`config.mk`:
```
export PLATFORM = sky130hd
export DESIGN_NAME = encoder_16to4_drain
export DESIGN_NICKNAME = d
export VERILOG_FILES = /design/src/rtl/encoder_16to4_drain_pkg.sv /design/src/rtl/encoder_16to4_drain_pri_enc16.sv /design/src/rtl/encoder_16to4_drain.sv
export SDC_FILE = /design/constraint.sdc
export NUM_CORES = 1
export LEC_CHECK = 0
export CORE_MARGIN = 1
export CORE_UTILIZATION = 30
export DETAILED_ROUTE_END_ITERATION = 16
export GPL_TIMING_DRIVEN = 0
export MAX_ROUTING_LAYER = met4
export PLACE_DENSITY = 0.53
export SYNTH_ARGS = -nofsm -noshare
export SYNTH_HDL_FRONTEND = slang
export SYNTH_SLANG_ARGS = --single-unit
```
`constraint.sdc`:
```
create_clock -name clk -period 6.17 [get_ports clk]
set_clock_uncertainty 0.05 [all_clocks]
set_input_delay 1.851 -clock clk [delete_from_list [all_inputs] [get_ports clk]]
set_output_delay 1.851 -clock clk [all_outputs]
set_load 0.02 [all_outputs]
```
`src/rtl/encoder_16to4_drain_pkg.sv`:
```
// Shared types and sizes for the 16-to-4 draining encoder.
package encoder_pkg;

  typedef enum logic {
    IDLE = 1'b0,
    EMIT = 1'b1
  } state_t;

  localparam int ENC_WIDTH = 16;
  localparam int ENC_IDX_W = 4;

endpackage

```
`src/rtl/encoder_16to4_drain_pri_enc16.sv`:
```
// Combinational priority encoder with a selectable search direction and an
// exactly-one-bit-set flag.
module pri_enc16 #(
  parameter int WIDTH     = 16,
  parameter int IDX_W     = 4,
  parameter bit LSB_FIRST = 1'b1
) (
  input  logic [WIDTH-1:0] i_vec,
  output logic [IDX_W-1:0] o_idx,
  output logic             o_onehot
);

  // The last assignment in the scan wins, so scan away from the preferred end.
  always_comb begin
    o_idx = '0;
    if (LSB_FIRST) begin
      for (int i = WIDTH - 1; i >= 0; i--) begin
        if (i_vec[i]) o_idx = IDX_W'(i);
      end
    end else begin
      for (int i = 0; i < WIDTH; i++) begin
        if (i_vec[i]) o_idx = IDX_W'(i);
      end
    end
  end

  assign o_onehot = (i_vec != '0) && ((i_vec & (i_vec - WIDTH'(1))) == '0);

endmodule

```
`src/rtl/encoder_16to4_drain.sv`:
```
// Sequential 16-to-4 encoder: captures a request vector and drains the index
// of every set bit, one per out_valid/out_ready handshake.
module encoder_16to4_drain
  import encoder_pkg::*;
#(
  parameter int WIDTH     = ENC_WIDTH,
  parameter int IDX_W     = ENC_IDX_W,
  parameter bit LSB_FIRST = 1'b1
) (
  input  logic             clk,
  input  logic             rst,
  input  logic             in_valid,
  output logic             in_ready,
  input  logic [WIDTH-1:0] in_vec,
  output logic             out_valid,
  input  logic             out_ready,
  output logic [IDX_W-1:0] out_idx,
  output logic             out_last,
  output logic             zero_err
);

  if (IDX_W != $clog2(WIDTH) || WIDTH < 2 || (WIDTH & (WIDTH - 1)) != 0) begin : g_param_check
    $error("encoder_16to4_drain: WIDTH must be a power of 2 >= 2 and IDX_W == $clog2(WIDTH)");
  end

  state_t           r_state;
  state_t           w_state_nxt;
  logic [WIDTH-1:0] r_pending;
  logic [WIDTH-1:0] w_pending_nxt;
  logic [WIDTH-1:0] w_clr_mask;
  logic [IDX_W-1:0] r_out_idx;
  logic             r_out_last;
  logic             r_zero_err;
  logic             w_zero_nxt;
  logic [IDX_W-1:0] w_enc_idx;
  logic             w_enc_onehot;

  assign w_clr_mask = WIDTH'(1) << r_out_idx;

  always_comb begin
    w_state_nxt   = r_state;
    w_pending_nxt = r_pending;
    w_zero_nxt    = 1'b0;
    case (r_state)
      IDLE: begin
        if (in_valid) begin
          if (in_vec == '0) begin
            w_zero_nxt = 1'b1;
          end else begin
            w_pending_nxt = in_vec;
            w_state_nxt   = EMIT;
          end
        end
      end
      EMIT: begin
        if (out_ready) begin
          w_pending_nxt = r_pending & ~w_clr_mask;
          if (r_out_last) w_state_nxt = IDLE;
        end
      end
      default: w_state_nxt = IDLE;
    endcase
  end

  // Encode the next pending value so out_idx/out_last are registered and
  // already correct in the cycle the beat is presented.
  pri_enc16 #(
    .WIDTH    (WIDTH),
    .IDX_W    (IDX_W),
    .LSB_FIRST(LSB_FIRST)
  ) u_pri_enc (
    .i_vec   (w_pending_nxt),
    .o_idx   (w_enc_idx),
    .o_onehot(w_enc_onehot)
  );

  always_ff @(posedge clk) begin
    if (rst) begin
      r_state    <= IDLE;
      r_pending  <= '0;
      r_out_idx  <= '0;
      r_out_last <= 1'b0;
      r_zero_err <= 1'b0;
    end else begin
      r_state    <= w_state_nxt;
      r_pending  <= w_pending_nxt;
      r_out_idx  <= w_enc_idx;
      r_out_last <= w_enc_onehot;
      r_zero_err <= w_zero_nxt;
    end
  end

  assign in_ready  = (r_state == IDLE);
  assign out_valid = (r_state == EMIT);
  assign out_idx   = r_out_idx;
  assign out_last  = r_out_last;
  assign zero_err  = r_zero_err;

endmodule

```
==> results of run 1 <==
[registers in the layout, indices dropped and copies added, names as in the netlist]
signal	count
out_idx	4
zero_err	1
out_valid	1
out_last	1
r_pending	16
[kinds of logic after synthesis]
logic type             Yosys count  share of synthesized area, %
AOI/OAI and AO/OA               67                         28.80
buffers and inverters           20                         6.432
DFF                             23                         27.52
muxes                           20                         12.64
and+or+nand+nor                 78                         24.61
[final cells by class]
| cell class | count | area [µm²] | area share [%] |
|---|---|---|---|
| plain buffers | 11 | 73.82 | 3.556 |
| clock buffers | 4 | 45.04 | 2.170 |
| inverters | 9 | 33.78 | 1.627 |
| multi-input cells | 165 | 1105 | 53.22 |
| flip-flops and latches | 23 | 460.4 | 22.18 |
| well taps | 70 | 87.58 | 4.219 |
| repair buffers | 27 | 270.3 | 13.02 |
[worst max-delay path, cell delays in order]
cell and delay (ps):
clkdlybuf4s50_1 470, or4_4 600, o41ai_4 480, nand2b_4 280, buf_12 150, buf_4 220
mux2i_1 380, o211ai_1 160, nand3_1 120, o211ai_1 130, nor4_2 310
[metal layers]
metal / track usage [%] / vias to the layer above / share of wire, %
li1: - / 842 / -
met1: 26.87 / 806 / 50
met2: 30.80 / 55 / 44
met3: 2.024 / 9 / 4.8
met4: 6.346 / 0 / 1.6
met5: - / - / 0
[power groups by stage]
| stage | logic [mW] | registers (mW) | clock network, mW |
|---|---|---|---|
| 2_1_floorplan | 0.0971 | 0.173 | 0 |
| 3_3_place_gp | 0.156 | 0.170 | 0 |
| 3_5_place_dp | 0.155 | 0.170 | 0 |
| 4_1_cts | 0.156 | 0.167 | 0.103 |
| 5_1_grt | 0.170 | 0.168 | 0.108 |
| 6_report | 0.157 | 0.167 | 0.0964 |
[cells in the mapped netlist (3+ instances only)]
master    count  share of area, %
nor2_1       35               7.9
dfxtp_1      23                28
o21ai_0      18               5.4
mux2i_1      11               6.6
nand2_1      11               2.5
a21oi_1      10               3.0
inv_1         9               2.0
mux2_2        9               6.1
a31oi_1       6               2.2
clkbuf_1      6               1.3
nand3_1       4               1.2
nor3_1        4               1.2
o21a_1        4               1.8
o32ai_1       4               2.1
or4_4         4               2.7
nand2b_1      3               1.1
nor2b_1       3               1.1
[cells in the final DEF (no fill, tap or decap), types with 3 or more instances in the layout]
master,count
nor2_1,35
clkdlybuf4s50_1,27
dfxtp_1,23
o21ai_0,18
nand2_1,11
mux2i_1,11
a21oi_1,10
inv_1,9
mux2_2,9
clkbuf_1,7
a31oi_1,6
or4_4,4
o21a_1,4
nand3_1,4
nor3_1,4
o32ai_1,4
nand2b_1,3
nor2b_1,3
clkbuf_8,3
[worst paths after layout]
check	start	end
min reg2reg	out_last	out_valid
max	in_vec[15]	out_last
max reg2reg	out_idx[0]	out_last
min	out_last	out_valid
[through the flow]
step           setup WS (ps)  instance area, µm²
6_report                1139                2076
5_1_grt                941.6                2076
4_1_cts                 1165                2076
3_5_place_dp           893.5                2031
3_3_place_gp           889.0                2031
2_1_floorplan           1790                1673
==> flow_metrics.tcl, run 1 <==
set metrics [dict create \
    crit_required_ps 6290 \
    totalWireLength_mm 5.390 \
    clkSlewWorstSetupHoldPaths_ps 80 \
    synth_cell_types 52 \
    syn_avg_cell_area_um2 8.043 \
    clock_power_share_pct 22.9 \
    hold_path.class "reg2reg" \
    grt_max_degree 13 \
    critPathLaunchType "input pin" \
    grt-ovfl-total 0 \
    finalSetupViolCount 0 \
    clockBufferDepth 2 \
    cts_sinks 23 \
    antenna_found_initial 0 \
    cts_buffers 3 \
    via_per_inst 5.540 \
    dr.pass1.iters 4 \
    grtUsageTotal_pct 19.83 \
    wire_per_inst_um 17.44 \
    layoutNonFillerInstCount 309 \
    p_int_mw 0.2724 \
    drive_above_1_share_pct 11.30 \
    area_growth_pct 24.08 \
    synth-seq-cells 23 \
    cts_root_buf "clkbuf_8" \
    ios 28 \
    status "complete, no violations" \
    critPathCaptureType "flop" \
    finalPower_mw 0.4204 \
    final_hold_viol_count 0 \
    first_iter_violations 120 \
    synth_cells 208 \
    rsz0062_at_grt "no" \
    drv_cap 0 \
    cts_tree "built" \
    fin_crit_sh_pct 81.54 \
    core_um2 5238 \
    yosysSeqAreaShare_pct 27.52 \
    postCtsSetupBuffers 0 \
    ir_drop_v 0.00007765 \
    p_sw_mw 0.1480 \
    cts.repair.resized 0 \
    grt_pass1_vias 1687 \
    holdPathStages 3 \
    rows 26 \
    leakage_nw 0.8038 \
    synth_warnings 0 \
    gp_congestion 0.8842 \
    die_area_um2 5879 \
    clk_latency_ps 270 \
    nFillCells 553 \
    initial_core_util_pct 31.94 \
    p_sw_share_pct 35.20 \
    period_minus_slack_ps 5031 \
    syn_nets 228 \
    combPwrFrac_pct 37.4 \
    drc_errors 0 \
    diodes 0 \
    r2r_cells 9 \
    p_seq_share_pct 39.7 \
    path_max_fanout 10 \
    htreeDepth 1 \
    nets 260 \
    powerDensity_nw_per_um2 202.5 \
    tns_ps 0 \
    vias 1712 \
    maxSlewHeadroom_pct 60.01 \
    dpl.cell_count 305 \
    cp.arrival_ps 5160 \
    dpl.hpwl_mm 4.167 \
    clock.fmax_mhz 198.8 \
    synth_edf_count 0 \
    syn_area_um2 1673 \
    cts_hold_buf 0 \
    ys.flop_type "dfxtp_1" \
    antenna_left 0 \
    numPortBuffers 27 \
    worst_slew_pin_slew_ps 599.9 \
    rrSetupSlack_ps 3140 \
    die_w_um 76.68 \
    utilization_pct 39.63 \
    grt_pass1_wl_mm 8.756 \
    finalMaxSlewViolations 0 \
    die_h_um 76.68 \
    synthArstFlopShare_pct 0 \
    timing.hold.ws_ps 490.9 \
    path_class "in2reg" \
]
Power figures use the tool's default switching activity.
==> inputs of run 2 (changes only) <==
==> constraint.sdc (replaced) <==
create_clock -name clk -period 5.2 [get_ports clk]
set_clock_uncertainty 0.05 [all_clocks]
set_input_delay 1.56 -clock clk [delete_from_list [all_inputs] [get_ports clk]]
set_output_delay 1.56 -clock clk [all_outputs]
set_load 0.02 [all_outputs]
==> results of run 2 <==
Same layout as run 1 (identical final DEF). Status: complete, no violations.
Among the figures that moved: setup slack after placement 893.5 ps -> 214.5 ps; setup slack after layout 1139 ps -> 459.8 ps; register-to-register setup slack 3140 ps -> 2170 ps; total power 0.4204 mW -> 0.4988 mW; worst IR drop on VDD 0.00007765 V -> 0.00009214 V
